===== src/rtl/arm_ex_commit_pkg.sv =====
// Shared definitions for the EX->MEM commit stage: ARM condition codes,
// NZCV bit positions and the EX/MEM latch payload.
package arm_ex_commit_pkg;

    typedef enum logic [3:0] {
        COND_EQ = 4'h0, COND_NE = 4'h1, COND_CS = 4'h2, COND_CC = 4'h3,
        COND_MI = 4'h4, COND_PL = 4'h5, COND_VS = 4'h6, COND_VC = 4'h7,
        COND_HI = 4'h8, COND_LS = 4'h9, COND_GE = 4'hA, COND_LT = 4'hB,
        COND_GT = 4'hC, COND_LE = 4'hD, COND_AL = 4'hE, COND_NV = 4'hF
    } cond_e;

    localparam int NZCV_N = 3;
    localparam int NZCV_Z = 2;
    localparam int NZCV_C = 1;
    localparam int NZCV_V = 0;

    typedef struct packed {
        logic [31:0] result;
        logic [3:0]  rd;
        logic        rd_we;
        logic        is_mem;
        logic [31:0] store_data;
    } mem_latch_t;

endpackage


===== src/rtl/arm_cond_eval.sv =====
// Combinational ARM condition-field evaluator; also used by the branch unit.
module arm_cond_eval
    import arm_ex_commit_pkg::*;
(
    input  logic [3:0] cond,
    input  logic [3:0] nzcv,
    output logic       pass
);

    logic n, z, c, v;

    always_comb begin
        n    = nzcv[NZCV_N];
        z    = nzcv[NZCV_Z];
        c    = nzcv[NZCV_C];
        v    = nzcv[NZCV_V];
        pass = 1'b0;
        case (cond_e'(cond))
            COND_EQ: pass = z;
            COND_NE: pass = !z;
            COND_CS: pass = c;
            COND_CC: pass = !c;
            COND_MI: pass = n;
            COND_PL: pass = !n;
            COND_VS: pass = v;
            COND_VC: pass = !v;
            COND_HI: pass = c & !z;
            COND_LS: pass = !c | z;
            COND_GE: pass = (n == v);
            COND_LT: pass = (n != v);
            COND_GT: pass = !z & (n == v);
            COND_LE: pass = z | (n != v);
            COND_AL: pass = 1'b1;
            COND_NV: pass = 1'b0;
            default: pass = 1'b0;
        endcase
    end

endmodule


===== src/rtl/arm_ex_commit.sv =====
// EX->MEM commit stage: condition check, CPSR flag commit, EX/MEM latch,
// forwarding source and execute/skip counters.
module arm_ex_commit
    import arm_ex_commit_pkg::*;
#(
    parameter logic [3:0] CPSR_RST = 4'b0000,
    parameter int         CNT_W    = 32
) (
    input  logic             clk,
    input  logic             rst_b,
    input  logic             ex_valid,
    input  logic [3:0]       ex_cond,
    input  logic             ex_set_flags,
    input  logic             ex_logical,
    input  logic             ex_is_mem,
    input  logic [3:0]       ex_rd,
    input  logic             ex_rd_we,
    input  logic [31:0]      ex_store_data,
    input  logic [31:0]      alu_out,
    input  logic [3:0]       alu_cpsr,
    input  logic             stall,
    input  logic             flush,
    output logic [3:0]       cpsr_nzcv,
    output logic             alu_cin,
    output logic             ex_cond_pass,
    output logic             mem_valid,
    output logic [31:0]      mem_result,
    output logic [3:0]       mem_rd,
    output logic             mem_rd_we,
    output logic             mem_is_mem,
    output logic [31:0]      mem_store_data,
    output logic             fwd_valid,
    output logic [3:0]       fwd_rd,
    output logic [31:0]      fwd_data,
    output logic [CNT_W-1:0] cnt_exec,
    output logic [CNT_W-1:0] cnt_skip
);

    logic [3:0]       cpsr_q, cpsr_d;
    logic             mem_valid_q, mem_valid_d;
    mem_latch_t       mem_q, mem_d;
    logic [CNT_W-1:0] cnt_exec_q, cnt_exec_d;
    logic [CNT_W-1:0] cnt_skip_q, cnt_skip_d;
    logic             pass;
    logic             go;

    arm_cond_eval u_cond_eval (
        .cond (ex_cond),
        .nzcv (cpsr_q),
        .pass (pass)
    );

    always_comb begin
        cpsr_d      = cpsr_q;
        mem_valid_d = mem_valid_q;
        mem_d       = mem_q;
        cnt_exec_d  = cnt_exec_q;
        cnt_skip_d  = cnt_skip_q;
        go          = ex_valid & pass & !flush;

        if (flush) begin
            mem_valid_d = 1'b0;
        end else if (!stall) begin
            mem_valid_d = go;
            // Payload is zeroed for an empty slot so X from an idle ALU never enters the latch.
            mem_d.result     = ex_valid ? alu_out       : 32'd0;
            mem_d.rd         = ex_valid ? ex_rd         : 4'd0;
            mem_d.rd_we      = ex_valid & ex_rd_we;
            mem_d.is_mem     = ex_valid & ex_is_mem;
            mem_d.store_data = ex_valid ? ex_store_data : 32'd0;
            cnt_exec_d = cnt_exec_q + {{(CNT_W-1){1'b0}}, go};
            cnt_skip_d = cnt_skip_q + {{(CNT_W-1){1'b0}}, ex_valid & !pass};
            if (go && ex_set_flags && !ex_is_mem) begin
                cpsr_d[NZCV_N] = alu_cpsr[NZCV_N];
                cpsr_d[NZCV_Z] = alu_cpsr[NZCV_Z];
                cpsr_d[NZCV_C] = alu_cpsr[NZCV_C];
                // Logical ops leave V undefined at the ALU; keep the architectural V.
                cpsr_d[NZCV_V] = ex_logical ? cpsr_q[NZCV_V] : alu_cpsr[NZCV_V];
            end
        end
    end

    always_ff @(posedge clk or negedge rst_b) begin
        if (!rst_b) begin
            cpsr_q      <= CPSR_RST;
            mem_valid_q <= 1'b0;
            mem_q       <= '0;
            cnt_exec_q  <= '0;
            cnt_skip_q  <= '0;
        end else begin
            cpsr_q      <= cpsr_d;
            mem_valid_q <= mem_valid_d;
            mem_q       <= mem_d;
            cnt_exec_q  <= cnt_exec_d;
            cnt_skip_q  <= cnt_skip_d;
        end
    end

    assign cpsr_nzcv      = cpsr_q;
    assign alu_cin        = cpsr_q[NZCV_C];
    assign ex_cond_pass   = pass;
    assign mem_valid      = mem_valid_q;
    assign mem_result     = mem_q.result;
    assign mem_rd         = mem_q.rd;
    assign mem_rd_we      = mem_valid_q & mem_q.rd_we;
    assign mem_is_mem     = mem_q.is_mem;
    assign mem_store_data = mem_q.store_data;
    assign fwd_valid      = mem_valid_q & mem_q.rd_we;
    assign fwd_rd         = mem_q.rd;
    assign fwd_data       = mem_q.result;
    assign cnt_exec       = cnt_exec_q;
    assign cnt_skip       = cnt_skip_q;

endmodule

===== config.mk =====
export PLATFORM = sky130hd
export DESIGN_NAME = arm_ex_commit
export DESIGN_NICKNAME = d
export VERILOG_FILES = /design/src/rtl/arm_ex_commit_pkg.sv /design/src/rtl/arm_cond_eval.sv /design/src/rtl/arm_ex_commit.sv
export SDC_FILE = /design/constraint.sdc
export NUM_CORES = 1
export LEC_CHECK = 0
export BUFFER_PORTS_ARGS = -buffer_cell sky130_fd_sc_hd__buf_2
export CAP_MARGIN = 20
export CORE_UTILIZATION = 51
export CTS_BUF_LIST = sky130_fd_sc_hd__clkbuf_2
export CTS_CLUSTER_SIZE = 16
export DETAILED_ROUTE_END_ITERATION = 10
export GPL_TIMING_DRIVEN = 0
export PLACE_DENSITY = 0.87
export SYNTH_ARGS = -nofsm -noshare
export SYNTH_HDL_FRONTEND = slang
export SYNTH_SLANG_ARGS = --single-unit

===== constraint.sdc =====
create_clock -name clk -period 3.6 [get_ports clk]
set_input_delay 0.36 -clock clk [delete_from_list [all_inputs] [get_ports clk]]
set_output_delay 0.36 -clock clk [all_outputs]
set_load 0.03 [all_outputs]

### Word-level counts from Yosys, hierarchy flattened

Index checks and enable logic that the tools add are counted.
Widths: inputs -> output; s select.

* register bits after elaboration: 139
* logic and storage cells: 62
* bits of input ports: 85

* $add $sub $neg: 2
* multiplexer cells: 6
* equal/unequal tests: 18
* reduce and logical (&&, ||, !) cells: 13
* bitwise gates (word level): 13

Operators by type and width (count)
* $add 32x1->32: 2
* $mux 32: 2
* $eq 4x4->1 const B: 8
* $eq 4x3->1 const B: 4
* $pmux 1 s16: 1
* $and 1x1->1: 8
* $eq 4x2->1 const B: 2
* $logic_not 1->1: 7
* $eq 4x1->1 const B: 1
* $logic_not 4->1: 1
* $mux 4: 1
* $reduce_and 4->1: 1
* $not 1->1: 3
* $reduce_and 3->1: 1
* $logic_and 1x1->1: 2
* $mux 1: 2
* $ne 2x1->1 const B: 1
* $or 1x1->1: 2
* $reduce_and 2->1: 1
* $eq 1x1->1: 1
* $ne 1x1->1: 1

### Depth between registers and ports, before layout

* depth after elaboration: 8
* gate-level depth with buffers: 13

### Cells and area by module

A second synthesis with hierarchy kept.

* cells, all modules: 704
* area total of the unflattened synthesis: 6791.5 um2

By module, submodules not included
* arm_ex_commit: cells an instance 681, instances 1, area an instance 6636.4 um2
* arm_cond_eval: cells an instance 23, instances 1, area an instance 155.1 um2

### Worst setup path before layout

OpenSTA, ideal clock, no wires.

* path type: reg2reg
* from: register cpsr_q[0] (netlist: cpsr_nzcv[0])
* to: register cnt_skip_q[28] (netlist: cnt_skip[28])
* stages on the path, launching flop included: 13
* required time: 3.520 ns
* arrival: 3.126 ns
* buffers on the path: 0
* setup slack: 0.394 ns
* setup time: 0.080 ns
* period minus slack after synthesis: 3.206 ns
* cells stage by stage: dfrtp_1 > xnor2_1 > mux2_1 > a211o_1 > o21ai_4 > and2_1 > ha_1 > ha_1 > nand4_1 > nor3_2 > nand4_1 > nor2_1 > xor2_1

* word-level cells in the longest chain between the ends: 6
* elaborated cells between the ends (all ways): 9
* those cells by class: 1 x add/sub; 2 x eq/ne; 1 x mux; 3 x bitwise; 2 x reduce/logical

RTL lines
* start, declared: line arm_ex_commit.sv:39 `logic [3:0] cpsr_q, cpsr_d;`
* start signal, assigned: line arm_ex_commit.sv:91 `cpsr_q <= cpsr_d;`
* $ne 1x1->1 or $eq 1x1->1 (tied branches)
* $or 1x1->1 or $and 1x1->1 (tied branches): line arm_cond_eval.sv:32, arm_cond_eval.sv:31
* $pmux 1 s16 (*): line arm_cond_eval.sv:18 `case (cond_e'(cond))`
* $logic_not 1->1 (*): line arm_ex_commit.sv:72 `cnt_skip_d = cnt_skip_q + {{(CNT_W-1){1'b0}}, ex_valid & !pass};`
* $and 1x1->1 (*): line arm_ex_commit.sv:72
* $add 32x1->32 (*): line arm_ex_commit.sv:72
* end signal, assigned: line arm_ex_commit.sv:95 `cnt_skip_q <= cnt_skip_d;`
* end, declared: line arm_ex_commit.sv:43 `logic [CNT_W-1:0] cnt_skip_q, cnt_skip_d;`

Mark *: on every way between the ends. The rest lies on a longest branch, timed or not.
A chain may end at the register's enable or synchronous reset.

### Final worst setup path

* from: register cpsr_q[0] (netlist: cpsr_nzcv[0])
* to: register cnt_skip_q[18] (netlist: cnt_skip[18])

Same word-level chain as after synthesis.

==> tab_implementation.tex <==
\begin{tabular}{lr}
\hline
Metric & Value \\
\hline
\multicolumn{2}{l}{\textbf{Run status}} \\
\quad Status & finished clean \\
\multicolumn{2}{l}{\textbf{Finish}} \\
\quad Area growth syn-to-layout & 39.8\% \\
\quad Post-Layout Inst Area & 9350 µm² \\
\quad Multi-input logic area & 2310 µm² \\
\quad Most frequent cells in the layout & 261 x sky130\_fd\_sc\_hd\_\_buf\_2, 178 x sky130\_fd\_sc\_hd\_\_nand2\_1, 139 x sky130\_fd\_sc\_hd\_\_dfrtp\_1 \\
\quad Core Util, Final & 73.5\% \\
\quad Non-Filler Instances & 1246 \\
\quad Number of nets in the finished design & 1149 \\
\quad Share of layout cells above drive strength 1 & 38.4\% \\
\quad Most common cell after layout, fill and taps aside & sky130\_fd\_sc\_hd\_\_buf\_2 \\
\quad Sequential cell area & 3480 µm² \\
\quad Filler Cells Inserted & 904 \\
\multicolumn{2}{l}{\textbf{Synth}} \\
\quad Cell variety after synth & 36 \\
\quad Mapped cell area & 6690 µm² \\
\quad Synthesized netlist net count & about 790 \\
\quad Part of the Yosys area used for sequential elements & 52.0\% \\
\quad Synthesized area per cell & 9.57 µm² \\
\quad Cells after synthesis & 699 \\
\quad EDFF count, synth & 0 \\
\quad Post-synthesis async set-or-reset flop share & 100\% \\
\quad Count of warnings emitted by yosys & 0 \\
\quad Primary flip-flop cell chosen by synthesis mapping & sky130\_fd\_sc\_hd\_\_dfrtp\_1 \\
\quad Flip-flop and latch count after synthesis & 139 \\
\multicolumn{2}{l}{\textbf{CTS}} \\
\quad Clock Tree Root & sky130\_fd\_sc\_hd\_\_clkbuf\_2 \\
\quad Number of sinks handled by clock tree synthesis & 139 \\
\quad H-tree depth reported by CTS & 4 \\
\quad Bufs on Longest Clock Path & 2 \\
\quad Clock tree from TritonCTS & built \\
\quad Clock buffers created by TritonCTS & 17 \\
\quad Clock-pin slew on the worst setup and hold paths & 0.19 ns \\
\quad Clock latency on the worst-skew pair & between 0.7 and 0.8 ns \\
\multicolumn{2}{l}{\textbf{Global route}} \\
\quad Number of global-route vias before repair & 5922 \\
\quad Remaining global-route overflow & 0 \\
\quad Maximum number of pins on one net before global-route repair & 90 \\
\quad First-pass GRT wire length & slightly below 30 mm \\
\quad Global-route usage over all layers & 28.4\% \\
\quad Initial antenna violation count & 0 \\
\multicolumn{2}{l}{\textbf{Worst setup path}} \\
\quad Critical path cell sequence & xnor2\_2 > mux2\_1 > a211o\_1 > o21ai\_4 > and2\_1 > ha\_1 > ha\_1 > nand4\_1 > nor3\_4 > buf\_4 > and3\_1 > nand3\_1 > xnor2\_1 \\
\quad Largest incremental delay on the critical path & 0.47 ns \\
\quad Critical path type & flop to flop \\
\quad Most Frequent Cell on Critical Path & sky130\_fd\_sc\_hd\_\_ha\_1 \\
\quad Kind of launch point of the worst setup path & flop \\
\quad Crit Path Max Fanout & 4 \\
\quad Nature of the critical path endpoint & flop \\
\quad Worst EP required & 4.22 ns \\
\quad Data arrival at the endpoint of the critical path & 3.89 ns \\
\quad Highest-delay cell along the critical path & sky130\_fd\_sc\_hd\_\_dfrtp\_1 \\
\multicolumn{2}{l}{\textbf{STA}} \\
\quad Final Max Slew Viols & 0 \\
\quad Post-route clock period utilization & between 90\% and 100\% \\
\quad RSZ-0062 raised after global routing & false \\
\quad Tmin final & 3.27 ns \\
\quad Top achievable clock speed & 306 MHz \\
\quad Worst Tran Pin Value & 0.670 ns \\
\quad Worst setup slack after layout & 0.331 ns \\
\quad Worst clock skew on the final layout & around 0.033 ns \\
\quad Count of final setup violators & 0 \\
\quad Final Hold Viols & 0 \\
\quad Final total negative setup slack & 0 ns \\
\quad Max\_slew headroom & 55.3\% \\
\quad Worst slack on hold paths & a little over 0.1 ns \\
\multicolumn{2}{l}{\textbf{Detailed routing}} \\
\quad DRT met1 WL & 7.46 mm \\
\quad Top Metal Used & met4 \\
\quad Detailed-route vias per instance & 4.86 \\
\quad Number of design-rule violations left by the first detailed-router iteration & 334 \\
\quad DR DRC count & 0 \\
\quad Met3 Routed Length & about 1.1 mm \\
\quad Remaining number of nets flagged by the antenna check after routing & 0 \\
\quad Wire length on met2 & 9.69 mm \\
\quad Total number of vias & between 6000 and 7000 \\
\quad Detailed-route wire length & approximately 19 mm \\
\quad Post-detailed-route wirelength per cell & 15.1 µm \\
\quad First-pass iteration count of the detailed router & 5 \\
\multicolumn{2}{l}{\textbf{Floorplanning}} \\
\quad Effective utilization at floorplan & 52.6\% \\
\quad DIE AREA & 13600 µm² \\
\quad Core Region & 12700 µm² \\
\quad Die Y-Extent & 117 µm \\
\quad Boundary pin count & 263 \\
\quad Number of cell rows & 41 \\
\quad Die X-Extent & 117 µm \\
\multicolumn{2}{l}{\textbf{Placement}} \\
\quad Dpl ws & -0.0186 ns \\
\quad Detailed placer's ending HPWL & 12.6 mm \\
\quad Placed cell count & 1131 \\
\quad Quantity of I/O buffers inserted on ports & 259 \\
\quad Cell Area, Placed & 8240 µm² \\
\quad Final weighted congestion of routability-driven global placement & 0.813 \\
\multicolumn{2}{l}{\textbf{Run}} \\
\quad Maximum Capacitance Violations & 0 \\
\multicolumn{2}{l}{\textbf{Power and ir drop}} \\
\quad Total power per unit cell area & 424 nW/µm² \\
\quad Leak Pwr & roughly 5.4 nW \\
\quad Power after layout & slightly below 4 mW \\
\quad Worst-case vdd ir drop & 287 µV \\
\multicolumn{2}{l}{\textbf{Hold path}} \\
\quad Worst hold path type & primary input to flop \\
\hline
\end{tabular}
==> timing repair <==
action                                 in CTS  in global routing
resized for setup                           1                  1
hold buffers                               78                  0
setup endpoints to repair                   3                  7
setup buffers                               0                  4
endpoints found under the hold margin     169                  0
pin swaps                                   0                  2
==> worst paths after layout <==
path / endpoint / slack [ns] / cells after the start / startpoint
max: cnt_skip[18]$_DFFE_PN0P_ / 0.33 / 13 / cpsr_nzcv[0]$_DFFE_PN0P_
min: cnt_exec[4]$_DFFE_PN0P_ / 0.10 / 4 / flush
max reg2reg: cnt_skip[18]$_DFFE_PN0P_ / 0.33 / 13 / cpsr_nzcv[0]$_DFFE_PN0P_
min reg2reg: cnt_exec[31]$_DFFE_PN0P_ / 0.48 / 1 / cnt_exec[31]$_DFFE_PN0P_
max in group asynchronous: cnt_skip[10]$_DFFE_PN0P_ / 2.69 / 3 / rst_b
min in group asynchronous: cnt_exec[20]$_DFFE_PN0P_ / 0.13 / 2 / rst_b
==> synth_stat cells, types with 2 or more instances <==
master / instances / area (µm²)
sky130_fd_sc_hd__nor3_1: 4 / 20.0
sky130_fd_sc_hd__mux2i_1: 2 / 20.0
sky130_fd_sc_hd__nand4_1: 12 / 75.1
sky130_fd_sc_hd__and3_1: 15 / 93.8
sky130_fd_sc_hd__clkbuf_1: 20 / 75.1
sky130_fd_sc_hd__buf_2: 3 / 15.0
sky130_fd_sc_hd__buf_1: 5 / 18.8
sky130_fd_sc_hd__ha_1: 4 / 50.1
sky130_fd_sc_hd__a211o_1: 2 / 17.5
sky130_fd_sc_hd__xnor2_1: 49 / 429
sky130_fd_sc_hd__xor2_1: 14 / 123
sky130_fd_sc_hd__nand3b_1: 3 / 22.5
sky130_fd_sc_hd__mux2_4: 3 / 45.0
sky130_fd_sc_hd__buf_4: 106 / 796
sky130_fd_sc_hd__nand2_1: 178 / 668
sky130_fd_sc_hd__inv_1: 4 / 15.0
sky130_fd_sc_hd__nor3_2: 2 / 20.0
sky130_fd_sc_hd__dfrtp_1: 139 / 3480
sky130_fd_sc_hd__and4_1: 2 / 17.5
sky130_fd_sc_hd__mux2_1: 2 / 22.5
sky130_fd_sc_hd__nand3_1: 93 / 465
sky130_fd_sc_hd__nand2b_1: 2 / 12.5
sky130_fd_sc_hd__and2_1: 4 / 25.0
sky130_fd_sc_hd__nor2_1: 19 / 71.3
==> cell type report <==
class / instances / share of cell area (%)
clock inverters: 14 / 2.14
multi-input cells: 422 / 24.7
inverters: 4 / 0.161
diodes: 1 / 0.0268
plain buffers: 134 / 9.67
flip-flops and latches: 139 / 37.2
well taps: 172 / 2.30
repair buffers: 342 / 22.9
clock buffers: 18 / 0.963
==> state kept, by name, summed over array words and instances, names as in the netlist <==
name / flops
fwd_data: 32
cnt_exec: 32
mem_valid: 1
mem_q: 1
cpsr_nzcv: 4
mem_store_data: 32
mem_is_mem: 1
fwd_rd: 4
cnt_skip: 32
==> power by group <==
part	internal, mW	switching [mW]
clock network	0.520	0.568
logic	0.441	0.653
registers	1.68	0.105
==> cell families (layout without fill, tap and decap cells) <==
kind of cell    count (synthesis)  after routing  synth area share [%]
simple gates                  340            340                  22.9
flops                         139            139                  52.0
buf+inv                       138            512                  13.7
xor+xnor                       63             63                  8.25
compound gates                  8              8                  1.03
mux                             7              7                  1.31
fa+ha+maj                       4              4                 0.748
other cells                     0              1                     0
==> critical path, delay by kind of cell (launching register included) <==
family | cells | cell delay (ns)
AO/OA/AOI/OAI | 2 | 0.50
XOR/XNOR | 2 | 0.37
adder cells (fa/ha/maj) | 2 | 0.38
buffers and inverters | 1 | 0.16
flip-flops | 1 | 0.47
multiplexers | 1 | 0.35
AND/OR/NAND/NOR | 5 | 0.94
==> per-layer routing <==
metal | up-vias | global-route usage (%)
li1 | 2885 | -
met1 | 2877 | 32.5
met2 | 244 | 49.9
met3 | 51 | 7.58
met4 | 0 | 12.5
met5 | - | 0
(Power assumes the default switching activity.)
